==> src/rtl/rv32i_types.sv <==
// Shared RV32I core types; the reorder buffer entry layout and default sizing live here.
package rv32i_types;

    localparam int ROB_DEPTH = 16;
    localparam int ROB_TAG_W = $clog2(ROB_DEPTH);

    typedef logic [ROB_TAG_W-1:0] rob_tag_t;

    typedef struct packed {
        logic [31:0] inst;
        logic [31:0] pc;
        logic [31:0] wdata;
        logic [31:0] target;
        logic        valid;
        logic        done;
        logic        mispred;
    } rob_entry_t;

    function automatic logic [31:0] rob_next_pc(input logic [31:0] pc, input logic mispred,
                                                input logic [31:0] target);
        return mispred ? target : pc + 32'd4;
    endfunction

endpackage

==> src/rtl/rob_cdb_select.sv <==
// Per-entry CDB tag match; the lowest-numbered matching port supplies the result.
module rob_cdb_select #(
    parameter int N_CDB = 2,
    parameter int PTR_W = 4,
    parameter int IDX   = 0
) (
    input  logic [N_CDB-1:0]       cdb_valid_i,
    input  logic [N_CDB*PTR_W-1:0] cdb_tag_i,
    input  logic [N_CDB*32-1:0]    cdb_wdata_i,
    input  logic [N_CDB-1:0]       cdb_mispred_i,
    input  logic [N_CDB*32-1:0]    cdb_target_i,
    output logic                   hit_o,
    output logic [31:0]            wdata_o,
    output logic                   mispred_o,
    output logic [31:0]            target_o
);
    always_comb begin
        hit_o     = 1'b0;
        wdata_o   = '0;
        mispred_o = 1'b0;
        target_o  = '0;
        // Walk from the highest port down so the lowest index overwrites last.
        for (int p = N_CDB - 1; p >= 0; p--) begin
            if (cdb_valid_i[p] && cdb_tag_i[p*PTR_W +: PTR_W] == PTR_W'(IDX)) begin
                hit_o     = 1'b1;
                wdata_o   = cdb_wdata_i[p*32 +: 32];
                mispred_o = cdb_mispred_i[p];
                target_o  = cdb_target_i[p*32 +: 32];
            end
        end
    end
endmodule

==> src/rtl/rob_nway.sv <==
// In-order allocate/retire reorder buffer with N_CDB parallel write-back ports
// and precise flush when a mispredicted instruction reaches the head.
module rob_nway
    import rv32i_types::*;
#(
    parameter int DEPTH = ROB_DEPTH,
    parameter int N_CDB = 2,
    parameter int PTR_W = $clog2(DEPTH)
) (
    input  logic                   clk,
    input  logic                   rst,
    input  logic                   alloc_valid,
    output logic                   alloc_ready,
    input  logic [31:0]            alloc_inst,
    input  logic [31:0]            alloc_pc,
    output logic [PTR_W-1:0]       alloc_tag,
    input  logic [N_CDB-1:0]       cdb_valid,
    input  logic [N_CDB*PTR_W-1:0] cdb_tag,
    input  logic [N_CDB*32-1:0]    cdb_wdata,
    input  logic [N_CDB-1:0]       cdb_mispred,
    input  logic [N_CDB*32-1:0]    cdb_target,
    output logic                   commit_valid,
    output logic [PTR_W-1:0]       commit_tag,
    output logic [4:0]             commit_rd,
    output logic [31:0]            commit_wdata,
    output logic [31:0]            commit_pc,
    output logic [31:0]            commit_inst,
    output logic [31:0]            commit_pc_next,
    output logic                   flush,
    output logic [31:0]            flush_pc,
    output logic [PTR_W:0]         count,
    output logic                   empty,
    output logic                   full,
    output logic [63:0]            order
);
    logic [PTR_W:0]  head_q, head_d, tail_q, tail_d;
    logic [63:0]     order_q, order_d;
    rob_entry_t      ent_q [DEPTH];
    rob_entry_t      ent_d [DEPTH];
    rob_entry_t      hd;

    logic [DEPTH-1:0]       sel_hit, sel_mis;
    logic [DEPTH-1:0][31:0] sel_wdata, sel_target;

    for (genvar g = 0; g < DEPTH; g++) begin : g_sel
        rob_cdb_select #(.N_CDB(N_CDB), .PTR_W(PTR_W), .IDX(g)) u_sel (
            .cdb_valid_i  (cdb_valid),
            .cdb_tag_i    (cdb_tag),
            .cdb_wdata_i  (cdb_wdata),
            .cdb_mispred_i(cdb_mispred),
            .cdb_target_i (cdb_target),
            .hit_o        (sel_hit[g]),
            .wdata_o      (sel_wdata[g]),
            .mispred_o    (sel_mis[g]),
            .target_o     (sel_target[g])
        );
    end

    logic alloc_fire;

    // The extra pointer MSB separates a full ring from an empty one.
    assign empty       = head_q == tail_q;
    assign full        = (head_q[PTR_W-1:0] == tail_q[PTR_W-1:0]) && (head_q[PTR_W] != tail_q[PTR_W]);
    assign count       = tail_q - head_q;
    assign alloc_ready = !full && !flush;
    assign alloc_fire  = alloc_valid && alloc_ready;
    assign alloc_tag   = tail_q[PTR_W-1:0];

    assign hd             = ent_q[head_q[PTR_W-1:0]];
    assign commit_valid   = hd.valid && hd.done;
    assign flush          = commit_valid && hd.mispred;
    assign commit_tag     = head_q[PTR_W-1:0];
    assign commit_rd      = hd.inst[11:7];
    assign commit_wdata   = hd.wdata;
    assign commit_pc      = hd.pc;
    assign commit_inst    = hd.inst;
    assign commit_pc_next = rob_next_pc(hd.pc, hd.mispred, hd.target);
    assign flush_pc       = commit_pc_next;
    assign order          = order_q;

    always_comb begin
        head_d  = head_q;
        tail_d  = tail_q;
        order_d = order_q;
        ent_d   = ent_q;
        if (flush) begin
            // Everything younger than the mispredict dies, including this cycle's inputs.
            for (int i = 0; i < DEPTH; i++) ent_d[i].valid = 1'b0;
            head_d  = '0;
            tail_d  = '0;
            order_d = order_q + 64'd1;
        end else begin
            for (int i = 0; i < DEPTH; i++) begin
                if (sel_hit[i] && ent_q[i].valid) begin
                    ent_d[i].done    = 1'b1;
                    ent_d[i].wdata   = sel_wdata[i];
                    ent_d[i].mispred = sel_mis[i];
                    ent_d[i].target  = sel_target[i];
                end
            end
            if (commit_valid) begin
                ent_d[head_q[PTR_W-1:0]].valid = 1'b0;
                head_d  = head_q + 1'b1;
                order_d = order_q + 64'd1;
            end
            if (alloc_fire) begin
                ent_d[tail_q[PTR_W-1:0]].inst    = alloc_inst;
                ent_d[tail_q[PTR_W-1:0]].pc      = alloc_pc;
                ent_d[tail_q[PTR_W-1:0]].valid   = 1'b1;
                ent_d[tail_q[PTR_W-1:0]].done    = 1'b0;
                ent_d[tail_q[PTR_W-1:0]].mispred = 1'b0;
                tail_d = tail_q + 1'b1;
            end
        end
    end

    always_ff @(posedge clk) begin
        if (rst) begin
            head_q  <= '0;
            tail_q  <= '0;
            order_q <= '0;
            for (int i = 0; i < DEPTH; i++) begin
                ent_q[i].valid   <= 1'b0;
                ent_q[i].done    <= 1'b0;
                ent_q[i].mispred <= 1'b0;
            end
        end else begin
            head_q  <= head_d;
            tail_q  <= tail_d;
            order_q <= order_d;
            ent_q   <= ent_d;
        end
    end
endmodule

==> config.mk <==
export PLATFORM = sky130hd
export DESIGN_NAME = rob_nway
export DESIGN_NICKNAME = d
export VERILOG_FILES = /design/src/rtl/rv32i_types.sv /design/src/rtl/rob_cdb_select.sv /design/src/rtl/rob_nway.sv
export SDC_FILE = /design/constraint.sdc
export NUM_CORES = 2
export LEC_CHECK = 0
export CORE_MARGIN = 2
export CORE_UTILIZATION = 55
export CTS_CLUSTER_SIZE = 30
export DETAILED_ROUTE_END_ITERATION = 7
export HOLD_SLACK_MARGIN = 0.05
export PLACE_DENSITY_LB_ADDON = 0.1
export SETUP_SLACK_MARGIN = 0.05
export SLEW_MARGIN = 20
export SYNTH_ARGS = -nofsm -noshare
export SYNTH_HDL_FRONTEND = slang
export SYNTH_SLANG_ARGS = --single-unit
==> constraint.sdc <==
create_clock -name clk -period 18.5 [get_ports clk]
set_input_delay 1.85 -clock clk [delete_from_list [all_inputs] [get_ports clk]]
set_output_delay 1.85 -clock clk [all_outputs]
set_load 0.01 [all_outputs]
==> impl_metrics.toml <==
[yosys]
synth_compound_area_share_pct = 9.969
synth-seq-cells = 2170
synthCells = 6620
synth_simple_gate_area_share_pct = 8.750
syn-num-nets = 6842
synth.distinct_cells = 66
ys.flop_type = "edfxtp_1"
synthMuxAreaShare_pct = 14.01
synthAdderAreaFrac_pct = 0.1905
async_reset_ff_share_pct = 0
synth.area.top_cells = "edfxtp_1, mux4_2, a22o_1"
postSynthAreaPerCell_sq_um = 15.48
yosys_warnings = 0
synth_top_area_cell = "edfxtp_1"
synth_top_area_share_pct = 60.02
synth_xor_xnor_area_share_pct = 0.6924
synth_edf_count = 2048
syn_area_sq_um = 102500
synth_top_family_by_area = "multiplexers"
synth_seq_area_share_pct = 62.40

[timing]
max_freq_mhz = 109.0
tightest_slew_ns = 1.195
hold_viol = 0
slew_headroom_pct = 20.36
finalCritPeriodShare_pct = 49.58
finalMaxSlewViolations = 0
rsz0062_at_grt = "no"
period_minus_slack_ns = 9.172
skew_ns = 0.02109
tns_ns = 0
finalSetupViolations = 0

[worst_hold_path]
worstHoldPathCells = 2
hold_class = "flop to flop"
holdPathEnd = "ent_q[132]"
min_from = "ent_q[132]"

[critical_path]
worstReg2RegEnd = "ent_q[1426]"
cp-end-kind = "primary output"
critPathArrivalTime_ns = 7.32
worstReg2RegStart = "head_q[0]"
cp_max_fo = 106
reg2reg_depth = 9
crit_required_ns = 16.65
start_kind = "flop"
ff2ff_setup_slack_ns = 11.30
setup.worst_path.class = "flop to primary output"

[clock_network]
cts_resized = 0
ctsHoldBuffers = 0
clk_pin_slew_worst_paths_ns = 0.06
postCtsSetupBuffers = 0
cts_tree = "yes"
numCtsBuffers = 223
cts.sinks = 2170
cts_max_level = 4
insertion_delay_ns = 0.87
cts-root-buf = "clkbuf_16"
ctsLongestPathBuffers = 3

[drt]
drt_iter0_markers = 9236
antenna_left = 0
wl_per_cell_um = 36.63
wl_um = 339400
dr_total_vias = 64670
viasPerCell = 6.979
dr.pass1.iters = 5
route.detailed.drc = 0

[cells_and_area]
layout_commonest_cell = "edfxtp_1"
area_growth_syn_to_layout_pct = 12.61
nFillCells = 13460
final_cell_mix = "edfxtp_1, and2_1, a22o_1"
finalNetCount = 6785
drive_above_1_share_pct = 18.21

[placed_design]
dp_hpwl_um = 174300
portBuffers = 453
routabilityCongestion = 0.8390

[pwr]
p_sw_w = 0.002216
p_clk_share_pct = 43.6
seq_power_share_pct = 52.2
p_sw_share_pct = 21.68
leakage_nw = 37.53
power_frac_comb_pct = 4.2
peakVddDrop_uv = 97.18
power_density_nw_per_um2 = 88.61
p_int_w = 0.008008
power.total_w = 0.01022

[global_route]
grt_antenna_before_repair = 63
grt_pass1_wl_um = 479800
grt_max_degree = 135
track_usage_pct = 35.58
grt-ovfl-total = 0
grt_pass1_vias = 64000

[die]
die_y_um = 435.6
initial_core_util_pct = 55.32
dieArea_sq_um = 189800
ios = 454
coreArea_sq_um = 185200
num_rows = 158
fp.dieW_um = 435.6

[flow_run]
cap_violations = 0

[outcome]
outcome = "finished clean"
[final cells by class]
cell class                 instances  area [sq um]  area share (%)
timing repair buffer             626          5923           5.133
clock inverter                   131          1157           1.003
inverter                          52         202.7          0.1757
tap                             2480          3103           2.689
antenna                           32         80.08         0.06940
sequential                      2170         63950           55.42
multi-input combinational       3490         34990           30.32
clock buffer                     285          5981           5.183
[through the flow]
step / hold WS [ns] / std cells / setup slack (ns) / util [%] / area [sq um]
2_1_floorplan: 0.4341 / 6620 / 10.90 / - / 102500
3_3_place_gp: 0.4445 / 8815 / 10.19 / 58.35 / 108100
3_5_place_dp: 0.4496 / 8816 / 10.19 / 58.36 / 108100
4_1_cts: 0.4591 / 9232 / 9.230 / 62.22 / 115200
5_1_grt: 0.4961 / 9259 / 8.794 / 62.28 / 115400
6_report: 0.4594 / 9266 / 9.328 / 62.29 / 115400
[registers in the layout (all words and copies together) (netlist names)]
signal	count
head_q	5
ent_q	2096
order	64
tail_q	5
[power by group through the flow]
stage	Sequential (W)	Clock [W]	Combinational [W]
global route	0.00534	0.00467	0.000446
CTS	0.00534	0.00448	0.000418
floorplan	0.00544	0	0.000229
finish	0.00534	0.00446	0.000428
detailed placement	0.00544	0	0.000417
global placement	0.00544	0	0.000411
[cell usage after synthesis, types with 7 or more instances]
cell type and count:
nor2b_1 12, ha_1 14, a31oi_1 10, and4_1 7
o211ai_1 14, a21oi_1 31, edfxtp_1 2048, inv_1 43
dfxtp_1 122, nand2_1 91, nor4_2 7, clkbuf_1 542
buf_1 216, a22o_1 1027, o21ai_1 16, nor3_2 7
buf_2 76, nor3_1 72, mux2i_1 9, buf_4 58
nand2b_1 8, a2111oi_0 12, xor2_1 9, buf_6 11
and3_1 10, or3_1 7, a221oi_1 7, nand3_1 45
and2_1 1030, xnor2_1 72, o21ai_0 23, nor2_1 177
mux4_2 631, nand4_1 21, a22oi_1 38, nor4_1 19
[cells by family after synthesis]
logic type	after synthesis
compound gates	1206
xor+xnor	81
fa+ha+maj	15
buf+inv	960
flops	2170
mux	645
simple gates	1543
[layer usage]
metal	GRT usage, %	part of all wire, %
met1	45.78	35
met2	56.90	48
met3	8.103	12
met4	18.40	5.6
met5	0	0.085
[how the worst max path moves through the flow]
stage | start | endpoint | slack, ns | cells past startpoint
2_1_floorplan | cdb_tag[0] | ent_q[1706] | 10.90 | 4
5_1_grt | head_q[0] | flush_pc[24] | 8.79 | 12
3_5_place_dp | head_q[0] | flush_pc[24] | 10.19 | 12
6_report | head_q[0] | flush_pc[24] | 9.33 | 12
3_3_place_gp | head_q[0] | flush_pc[24] | 10.19 | 12
4_1_cts | head_q[0] | flush_pc[24] | 9.23 | 12
[critical path, stage by stage (launching register included)]
cell and delay, ns:
dfxtp_4 0.72, buf_4 0.72, buf_12 0.68, buf_4 0.84
mux4_2 0.59, a22oi_1 0.18, nand2_1 0.41, ha_1 0.41
nand3_1 0.30, nor3_2 0.16, a211oi_1 0.30, a221o_1 0.27
clkdlybuf4s50_1 0.60
No activity file was read; power rests on OpenSTA's default activity.
